==> config.mk <==
export PLATFORM = sky130hd
export DESIGN_NAME = aes_stream_ctrl
export DESIGN_NICKNAME = d
export VERILOG_FILES = /design/src/rtl/aes_stream_ctrl.sv
export SDC_FILE = /design/constraint.sdc
export NUM_CORES = 1
export LEC_CHECK = 0
export ABC_AREA = 0
export CAP_MARGIN = 20
export CELL_PAD_IN_SITES_DETAIL_PLACEMENT = 1
export CELL_PAD_IN_SITES_GLOBAL_PLACEMENT = 2
export CORE_MARGIN = 2
export CORE_UTILIZATION = 33
export CTS_BUF_LIST = sky130_fd_sc_hd__clkbuf_8
export CTS_CLUSTER_DIAMETER = 60
export DETAILED_ROUTE_END_ITERATION = 10
export GPL_ROUTABILITY_DRIVEN = 0
export HOLD_SLACK_MARGIN = 0.03
export PLACE_DENSITY = 0.93
export SLEW_MARGIN = 20
export SYNTH_ARGS = -nofsm -noshare
export SYNTH_HDL_FRONTEND = slang
export SYNTH_SLANG_ARGS = --single-unit
==> constraint.sdc <==
create_clock -name clk -period 25 [get_ports clk]
set_clock_uncertainty 0.2 [all_clocks]
set_input_delay 5 -clock clk [delete_from_list [all_inputs] [get_ports clk]]
set_output_delay 5 -clock clk [all_outputs]
set_load 0.01 [all_outputs]
==> src/rtl/aes_stream_ctrl.sv <==
// Stream sequencer between 32-bit AXI4-Stream ports and a 128-bit AES core: command parsing, key load, block assembly/serialization.
// Optional AES_CTRL_SWAP_EN: byte-swap every data/key word on the way in and every result word on the way out.
module aes_stream_ctrl #(
    parameter logic [7:0] CMD_SETKEY = 8'h20,
    parameter logic [7:0] CMD_ENC    = 8'h10,
    parameter logic [7:0] CMD_DEC    = 8'h11
) (
    input  logic         clk,
    input  logic         reset,
    input  logic [31:0]  s_axis_tdata,
    input  logic         s_axis_tvalid,
    output logic         s_axis_tready,
    input  logic         s_axis_tlast,
    output logic [31:0]  m_axis_tdata,
    output logic         m_axis_tvalid,
    input  logic         m_axis_tready,
    output logic         m_axis_tlast,
    output logic [127:0] core_key,
    output logic         core_key_load,
    output logic [127:0] core_in,
    output logic         core_decrypt,
    output logic         core_start,
    input  logic [127:0] core_out,
    input  logic         core_done,
    output logic         err,
    input  logic         err_clr
);

    typedef enum logic [2:0] {
        ST_IDLE,
        ST_KEY,
        ST_LOADKEY,
        ST_BLK_IN,
        ST_CORE,
        ST_BLK_OUT,
        ST_DRAIN
    } state_t;

    state_t state_reg, state_next;

    logic         s_tready_reg, s_tready_next;
    logic         m_tvalid_reg;
    logic         m_tlast_reg;
    logic [31:0]  m_tdata_reg;
    logic         core_start_reg, core_start_next;
    logic         core_key_load_reg, core_key_load_next;
    logic         core_decrypt_reg;
    logic [127:0] core_key_reg;
    logic [127:0] core_in_reg;
    logic         err_reg;
    logic         err_set;
    logic [95:0]  in_buf_reg;
    logic [1:0]   in_cnt_reg;
    logic [95:0]  out_buf_reg;
    logic [1:0]   out_cnt_reg;
    logic         last_flag_reg;

    logic         s_accept;
    logic         m_accept;
    logic [7:0]   cmd_code;
    logic         in_last_word;
    logic [31:0]  in_word;
    logic [127:0] core_out_sw;
    logic [127:0] block_full;

`ifdef AES_CTRL_SWAP_EN
    genvar gi;
    generate
        for (gi = 0; gi < 4; gi++) begin : g_in_swap
            assign in_word[8*gi +: 8] = s_axis_tdata[8*(3-gi) +: 8];
        end
        // byte gi%4 of word gi/4 takes byte 3-gi%4 of the same word
        for (gi = 0; gi < 16; gi++) begin : g_out_swap
            assign core_out_sw[8*gi +: 8] = core_out[8*((gi/4)*4 + 3 - (gi%4)) +: 8];
        end
    endgenerate
`else
    assign in_word     = s_axis_tdata;
    assign core_out_sw = core_out;
`endif

    assign s_accept     = s_axis_tvalid && s_tready_reg;
    assign m_accept     = m_tvalid_reg && m_axis_tready;
    assign cmd_code     = s_axis_tdata[31:24];
    assign in_last_word = (in_cnt_reg == 2'd3);
    assign block_full   = {in_buf_reg, in_word};

    always_ff @(posedge clk or posedge reset) begin
        if (reset) begin
            state_reg <= ST_IDLE;
        end else begin
            state_reg <= state_next;
        end
    end

    always_comb begin
        state_next = state_reg;
        err_set    = 1'b0;
        case (state_reg)
            ST_IDLE: begin
                if (s_accept) begin
                    if (s_axis_tlast) begin
                        err_set = 1'b1;
                    end else if (cmd_code == CMD_SETKEY) begin
                        state_next = ST_KEY;
                    end else if (cmd_code == CMD_ENC || cmd_code == CMD_DEC) begin
                        state_next = ST_BLK_IN;
                    end else begin
                        err_set    = 1'b1;
                        state_next = ST_DRAIN;
                    end
                end
            end
            ST_KEY: begin
                if (s_accept) begin
                    if (in_last_word) begin
                        if (s_axis_tlast) begin
                            state_next = ST_LOADKEY;
                        end else begin
                            err_set    = 1'b1;
                            state_next = ST_DRAIN;
                        end
                    end else if (s_axis_tlast) begin
                        err_set    = 1'b1;
                        state_next = ST_IDLE;
                    end
                end
            end
            ST_LOADKEY: state_next = ST_IDLE;
            ST_BLK_IN: begin
                if (s_accept) begin
                    if (in_last_word) begin
                        state_next = ST_CORE;
                    end else if (s_axis_tlast) begin
                        err_set    = 1'b1;
                        state_next = ST_IDLE;
                    end
                end
            end
            ST_CORE: begin
                if (core_done) begin
                    state_next = ST_BLK_OUT;
                end
            end
            ST_BLK_OUT: begin
                if (m_accept && out_cnt_reg == 2'd3) begin
                    state_next = last_flag_reg ? ST_IDLE : ST_BLK_IN;
                end
            end
            ST_DRAIN: begin
                if (s_accept && s_axis_tlast) begin
                    state_next = ST_IDLE;
                end
            end
            default: state_next = ST_IDLE;
        endcase
    end

    // Registered outputs are derived from the upcoming state so they line up with it.
    always_comb begin
        s_tready_next      = (state_next == ST_IDLE) || (state_next == ST_KEY) ||
                             (state_next == ST_BLK_IN) || (state_next == ST_DRAIN);
        core_start_next    = (state_reg == ST_BLK_IN) && (state_next == ST_CORE);
        core_key_load_next = (state_next == ST_LOADKEY);
    end

    always_ff @(posedge clk or posedge reset) begin
        if (reset) begin
            s_tready_reg      <= 1'b0;
            m_tvalid_reg      <= 1'b0;
            m_tlast_reg       <= 1'b0;
            m_tdata_reg       <= 32'd0;
            core_start_reg    <= 1'b0;
            core_key_load_reg <= 1'b0;
            core_decrypt_reg  <= 1'b0;
            core_key_reg      <= 128'd0;
            core_in_reg       <= 128'd0;
            err_reg           <= 1'b0;
            in_buf_reg        <= 96'd0;
            in_cnt_reg        <= 2'd0;
            out_buf_reg       <= 96'd0;
            out_cnt_reg       <= 2'd0;
            last_flag_reg     <= 1'b0;
        end else begin
            s_tready_reg      <= s_tready_next;
            core_start_reg    <= core_start_next;
            core_key_load_reg <= core_key_load_next;

            if (s_accept && (state_reg == ST_KEY || state_reg == ST_BLK_IN)) begin
                in_buf_reg <= {in_buf_reg[63:0], in_word};
                in_cnt_reg <= s_axis_tlast ? 2'd0 : in_cnt_reg + 2'd1;
            end

            if (state_reg == ST_IDLE && state_next == ST_BLK_IN) begin
                core_decrypt_reg <= (cmd_code == CMD_DEC);
            end

            if (state_reg == ST_KEY && state_next == ST_LOADKEY) begin
                core_key_reg <= block_full;
            end

            if (core_start_next) begin
                core_in_reg   <= block_full;
                last_flag_reg <= s_axis_tlast;
            end

            if (state_reg == ST_CORE && core_done) begin
                m_tdata_reg  <= core_out_sw[127:96];
                out_buf_reg  <= core_out_sw[95:0];
                m_tvalid_reg <= 1'b1;
                m_tlast_reg  <= 1'b0;
                out_cnt_reg  <= 2'd0;
            end else if (m_accept) begin
                if (out_cnt_reg == 2'd3) begin
                    m_tvalid_reg <= 1'b0;
                    m_tlast_reg  <= 1'b0;
                    m_tdata_reg  <= 32'd0;
                end else begin
                    m_tdata_reg <= out_buf_reg[95:64];
                    out_buf_reg <= {out_buf_reg[63:0], 32'd0};
                    m_tlast_reg <= last_flag_reg && (out_cnt_reg == 2'd2);
                    out_cnt_reg <= out_cnt_reg + 2'd1;
                end
            end

            // a same-cycle error wins over the clear
            if (err_set) begin
                err_reg <= 1'b1;
            end else if (err_clr) begin
                err_reg <= 1'b0;
            end
        end
    end

    assign s_axis_tready = s_tready_reg;
    assign m_axis_tdata  = m_tdata_reg;
    assign m_axis_tvalid = m_tvalid_reg;
    assign m_axis_tlast  = m_tlast_reg;
    assign core_key      = core_key_reg;
    assign core_key_load = core_key_load_reg;
    assign core_in       = core_in_reg;
    assign core_decrypt  = core_decrypt_reg;
    assign core_start    = core_start_reg;
    assign err           = err_reg;

endmodule

# Yosys cells after proc, flatten, opt, wreduce, memory -nomap -nowiden
# Index checks and enable logic that the tools add are counted.
dict set report totals {
  ff_bits 495
  elab_cells 101
  inputBits 167
  output_inout_bits 295
}
dict set report op_classes {
  add_sub_neg 2
  n_reduce_logical 22
  eq_ne 17
  n_mux 44
}
# cell count
set op_table {}
lappend op_table {{96-bit two-way mux} 3}
lappend op_table {{32-bit two-way mux} 3}
lappend op_table {{3-bit two-way mux} 13}
lappend op_table {{1-bit two-way mux} 18}
lappend op_table {{3-bit case mux with 6 select lines} 1}
lappend op_table {{8-bit by 5-bit == test with 1-bit output, second input constant} 2}
lappend op_table {{3-bit == test, second input constant} 5}
lappend op_table {{1-bit logical AND} 10}
lappend op_table {{2-bit two-way mux} 5}
lappend op_table {{3-bit by 2-bit == test with 1-bit output, second input constant} 3}
lappend op_table {{8-bit by 6-bit == test with 1-bit output, second input constant} 1}
lappend op_table {{2-bit == test, second input constant} 3}
lappend op_table {{3-bit by 1-bit == test with 1-bit output, second input constant} 2}
lappend op_table {{3-bit logical NOT} 2}
lappend op_table {{2-bit nonzero test} 3}
lappend op_table {{1-bit logical OR} 5}
lappend op_table {{2-bit by 1-bit adder with 2-bit output, second input constant} 2}
lappend op_table {{2-bit AND reduction} 2}
lappend op_table {{1-bit case mux with 3 select lines} 1}
lappend op_table {{2-bit by 1-bit inequality test with 1-bit output, second input constant} 1}

# Logic depth before layout (Yosys ltp)
dict set report depth {
  depth_word 11
  depth_mapped 10
  mapped_depth_nobuf 8
}

# Worst setup path before layout
# No wires, ideal clock.
dict set report synth_timing {
  kind {input to register}
  start {in m_axis_tready}
  end {reg core_key_reg[0] (netlist: core_key[0])}
  setup_slack_ns 18.165
  setup_ns 0.125
  stages 7
  n_path_buf 2
  arrival_ns 6.510
  t_required_ns 24.675
  cell_sequence {and4_1 > or3b_1 > o2111a_1 > nand3b_4 > buf_4 > buf_6 > mux2_4}
}
dict set report synth_between {
  elab_chain_len 6
}
# item line_no
set synth_rtl {}
lappend synth_rtl {{from (decl)} 16} ;# input logic m_axis_tready,
lappend synth_rtl {{1-bit logical AND} 83} ;# assign m_accept = m_tvalid_reg && m_axis_tready;
lappend synth_rtl {{1-bit logical AND} 146} ;# if (m_accept && out_cnt_reg == 2'd3) begin
lappend synth_rtl {{3-bit two-way mux} 146}
lappend synth_rtl {{3-bit case mux with 6 select lines} 99} ;# case (state_reg)
lappend synth_rtl {{3-bit by 2-bit == test with 1-bit output} 198} ;# if (state_reg == ST_KEY && state_next == ST_LOADKEY) begin
lappend synth_rtl {{1-bit logical AND} 198}
lappend synth_rtl {{to (signal assigned)} 199} ;# core_key_reg <= block_full;
lappend synth_rtl {{to (decl)} 48} ;# logic [127:0] core_key_reg;
# No other way between the ends.
# A chain may end at the register's enable or synchronous reset.

# Worst setup path in the final report
dict set report layout_timing {
  start {in s_axis_tvalid}
  end {reg core_key_reg[115] (netlist: core_key[115])}
}
dict set report layout_between {
  elab_chain_len 6
  elab_cells_between_ends 9
  cone_classes {eq/ne (1); mux (5); reduce/logical (3)}
}
# item line_no
set layout_rtl {}
lappend layout_rtl {{from (decl)} 11} ;# input logic s_axis_tvalid,
lappend layout_rtl {{1-bit logical AND (*)} 82} ;# assign s_accept = s_axis_tvalid && s_tready_reg;
lappend layout_rtl {{1-bit logical AND} 151} ;# if (s_accept && s_axis_tlast) begin
lappend layout_rtl {{3-bit two-way mux} 151}
lappend layout_rtl {{3-bit case mux with 6 select lines (*)} 99}
lappend layout_rtl {{3-bit by 2-bit == test with 1-bit output (*)} 198}
lappend layout_rtl {{1-bit logical AND (*)} 198}
# Every way passes the cells marked *; elsewhere a longest branch is shown, timed or not.

==> impl_metrics.json <==
{
  "outcome": "finished, final reports clean",
  "fill_cells": 6504,
  "cts_setup_buffers": 0,
  "p_leak_uw": 0.01349,
  "max-cap-violations": 0,
  "grt_max_degree": 230,
  "power_frac_seq_pct": 43.0,
  "worst_slew_pin_slew_ps": 1145,
  "final_antenna_net_count": 0,
  "start_kind": "input port",
  "seqCellArea_um2": 12390,
  "wl_per_cell_um": 20.86,
  "rsz0062_at_grt": "no",
  "dpl.hpwl_um": 43840,
  "postLayoutCellArea_um2": 27130,
  "antenna_found_initial": 5,
  "cts_buffer_depth": 3,
  "whs_ps": 273.4,
  "synthFlopType": "dfrtp_1",
  "hold_class": "reg2reg",
  "drt_pass1_iterations": 5,
  "worstPathRequired_ps": 25360,
  "slowest_stage": "buf_4",
  "path_cells": "clkdlybuf4s50_1, and4b_4, buf_4, nand2_1, o221a_2, nand3b_4, buf_4, buf_4, mux2_2",
  "htree_levels": 3,
  "final_nets": 2447,
  "drive_above_1_share_pct": 12.50,
  "min_period_ps": 9173,
  "cts_buffers": 87,
  "path_class": "in2reg",
  "internal_power_uw": 1951,
  "final.setup.tns_ps": 0,
  "yosys_warnings": 0,
  "post-route-period-util_pct": 36.69,
  "cts.clk_slew.worst_paths_ps": 60,
  "drcViolationCount": 0,
  "crit_path_max_fanout": 50,
  "portBuffers": 461,
  "syn_inst": 1821,
  "cpPeakStageDelay_ps": 920,
  "pwr-share-clk_pct": 27.3,
  "cts_tree": "done",
  "r2r_cells": 8,
  "ys_types": 43,
  "core_area_um2": 60020,
  "ir_drop_mv": 0.04533,
  "pwr-share-comb_pct": 29.7,
  "fmax_mhz": 109.0,
  "maxSlewViolCount": 0,
  "multi_input_area_um2": 7037,
  "cp-end-kind": "flip-flop",
  "vias": 15130,
  "drt-total-wl_um": 65300,
  "hold-path-cell-count": 2,
  "die_area_um2": 62460,
  "ys_seq_area_share_pct": 62.07,
  "post_dp_cell_area_um2": 25220,
  "cts.sinks": 495,
  "cts_resized": 0,
  "setup_viol": 0,
  "avgSynthCellArea_um2": 10.96,
  "synth-edff-count": 0,
  "worstSkewPairLatency_ps": 680,
  "ys_ff_latch": 495,
  "cts_hold_buf": 0,
  "grt_pass1_vias": 16700,
  "drt_iter0_markers": 915,
  "overflow": 0,
  "worst_ep_arrival_time_ps": 9530,
  "die_h_um": 249.9,
  "crit_top_cell": "buf_4",
  "switching_share_pct": 32.92,
  "viasPerCell": 4.834,
  "hold_violations": 0,
  "area_delta_synth_final_pct": 35.95,
  "start_util_pct": 33.25,
  "final_core_util_pct": 45.20,
  "synth_nets": 1992,
  "dieWidth_um": 249.9,
  "num_rows": 90,
  "relSlewSlack_pct": 23.66,
  "mappedNetlistArea_um2": 19960,
  "pwr_density_cell_nw_per_um2": 107.2,
  "grtUsageTotal_pct": 20.84,
  "root_buffer": "clkbuf_8",
  "grt_pass1_wl_um": 101200,
  "io_pins": 462,
  "synth-async-reset-ratio_pct": 100.0,
  "p_switching_uw": 957.9
}
layout by cell type (no fill, tap or decap), types with 4 or more instances in the layout:
cell,n
o21ai_0,102
nor2_1,6
mux2_4,109
nand2_1,752
a22o_1,32
clkbuf_8,111
mux2_2,28
inv_1,37
buf_4,13
bufinv_16,4
a21oi_1,36
ha_1,4
dfrtp_1,495
nor3b_1,32
clkdlybuf4s50_1,461
diode_2,4
clkinv_2,5
mux2i_1,64
cell usage after synthesis (2+ instances only):
| cell type | count | area (um^2) |
|---|---|---|
| dfrtp_1 | 495 | 12390 |
| nand2b_1 | 3 | 18.77 |
| clkbuf_1 | 73 | 274.0 |
| o21ai_0 | 102 | 510.5 |
| nor3b_1 | 33 | 247.7 |
| buf_6 | 12 | 135.1 |
| mux2_4 | 109 | 1637 |
| or3_1 | 2 | 12.51 |
| buf_1 | 7 | 26.28 |
| mux2i_1 | 64 | 640.6 |
| buf_2 | 18 | 90.09 |
| nand3_1 | 4 | 20.02 |
| or2_2 | 2 | 12.51 |
| nor2_1 | 8 | 30.03 |
| a22o_1 | 32 | 280.3 |
| ha_1 | 4 | 50.05 |
| inv_1 | 8 | 30.03 |
| nand4_1 | 2 | 12.51 |
| a21oi_1 | 36 | 180.2 |
| buf_4 | 2 | 15.01 |
| nor3_1 | 3 | 15.01 |
| a21o_1 | 2 | 15.01 |
| mux2_2 | 28 | 315.3 |
| nand2_1 | 753 | 2826 |
through the flow:
step	total power [uW]	setup slack [ps]	instances
floorplan	1670	5982	1821
global route	3068	15620	3130
CTS	2939	15860	3125
global placement	2074	14710	2967
finish	2909	15830	3130
detailed placement	2129	15140	2968
worst paths after layout:
check                                   startpoint                     endpoint  slack (ps)
setup reg to reg            state_reg[0]$_DFF_PP0_    core_key[115]$_DFFE_PP0P_       20190
setup / recovery                     s_axis_tvalid    core_key[115]$_DFFE_PP0P_       15830
max in group asynchronous                    reset   in_buf_reg[43]$_DFFE_PP0P_       17570
hold reg to reg            core_in[57]$_DFFE_PP0P_      core_in[57]$_DFFE_PP0P_         270
min in group asynchronous                    reset  m_axis_tdata[5]$_DFFE_PP0P_        4680
hold / removal             core_in[57]$_DFFE_PP0P_      core_in[57]$_DFFE_PP0P_         270
final cells by class:
cell class | count | area share [%]
inverter | 8 | 0.1476
timing repair buffer | 478 | 17.72
clock buffer | 111 | 5.631
sequential | 495 | 45.66
clock inverter | 46 | 1.259
antenna | 4 | 0.03690
tap | 782 | 3.607
multi-input combinational | 1206 | 25.94
metal layers:
| layer | share of wire (%) | global-route usage [%] | vias up |
|---|---|---|---|
| met5 | 0.020 | 0 | - |
| li1 | - | - | 6875 |
| met3 | 4.6 | 3.995 | 127 |
| met2 | 48 | 34.40 | 364 |
| met4 | 3.5 | 8.847 | 2 |
| met1 | 43 | 26.79 | 7762 |
worst max-delay path: cells and delay by family:
family,cells,cell delay (ps)
AO/OA/AOI/OAI,1,300
multiplexers,1,400
AND/OR/NAND/NOR,3,1130
buffers and inverters,4,2620
kinds of logic (layout without fill, tap and decap cells):
logic type	count (synthesis)	in the layout	share of synthesized area [%]
other	0	4	0
multiplexers	201	201	12.99
adder cells (fa/ha/maj)	4	4	0.2508
flip-flops	495	495	62.07
AO/OA/AOI/OAI	182	182	5.380
buffers and inverters	120	643	2.859
AND/OR/NAND/NOR	819	819	16.45
power groups by stage:
stage / clock network (uW) / registers [uW] / logic [uW]
after floorplan: 0 / 1230 / 437
after global placement: 0 / 1240 / 836
after detailed placement: 0 / 1260 / 871
after CTS: 816 / 1250 / 875
after global routing: 852 / 1280 / 936
final: 795 / 1250 / 864
No activity file was read; power rests on OpenSTA's default activity.
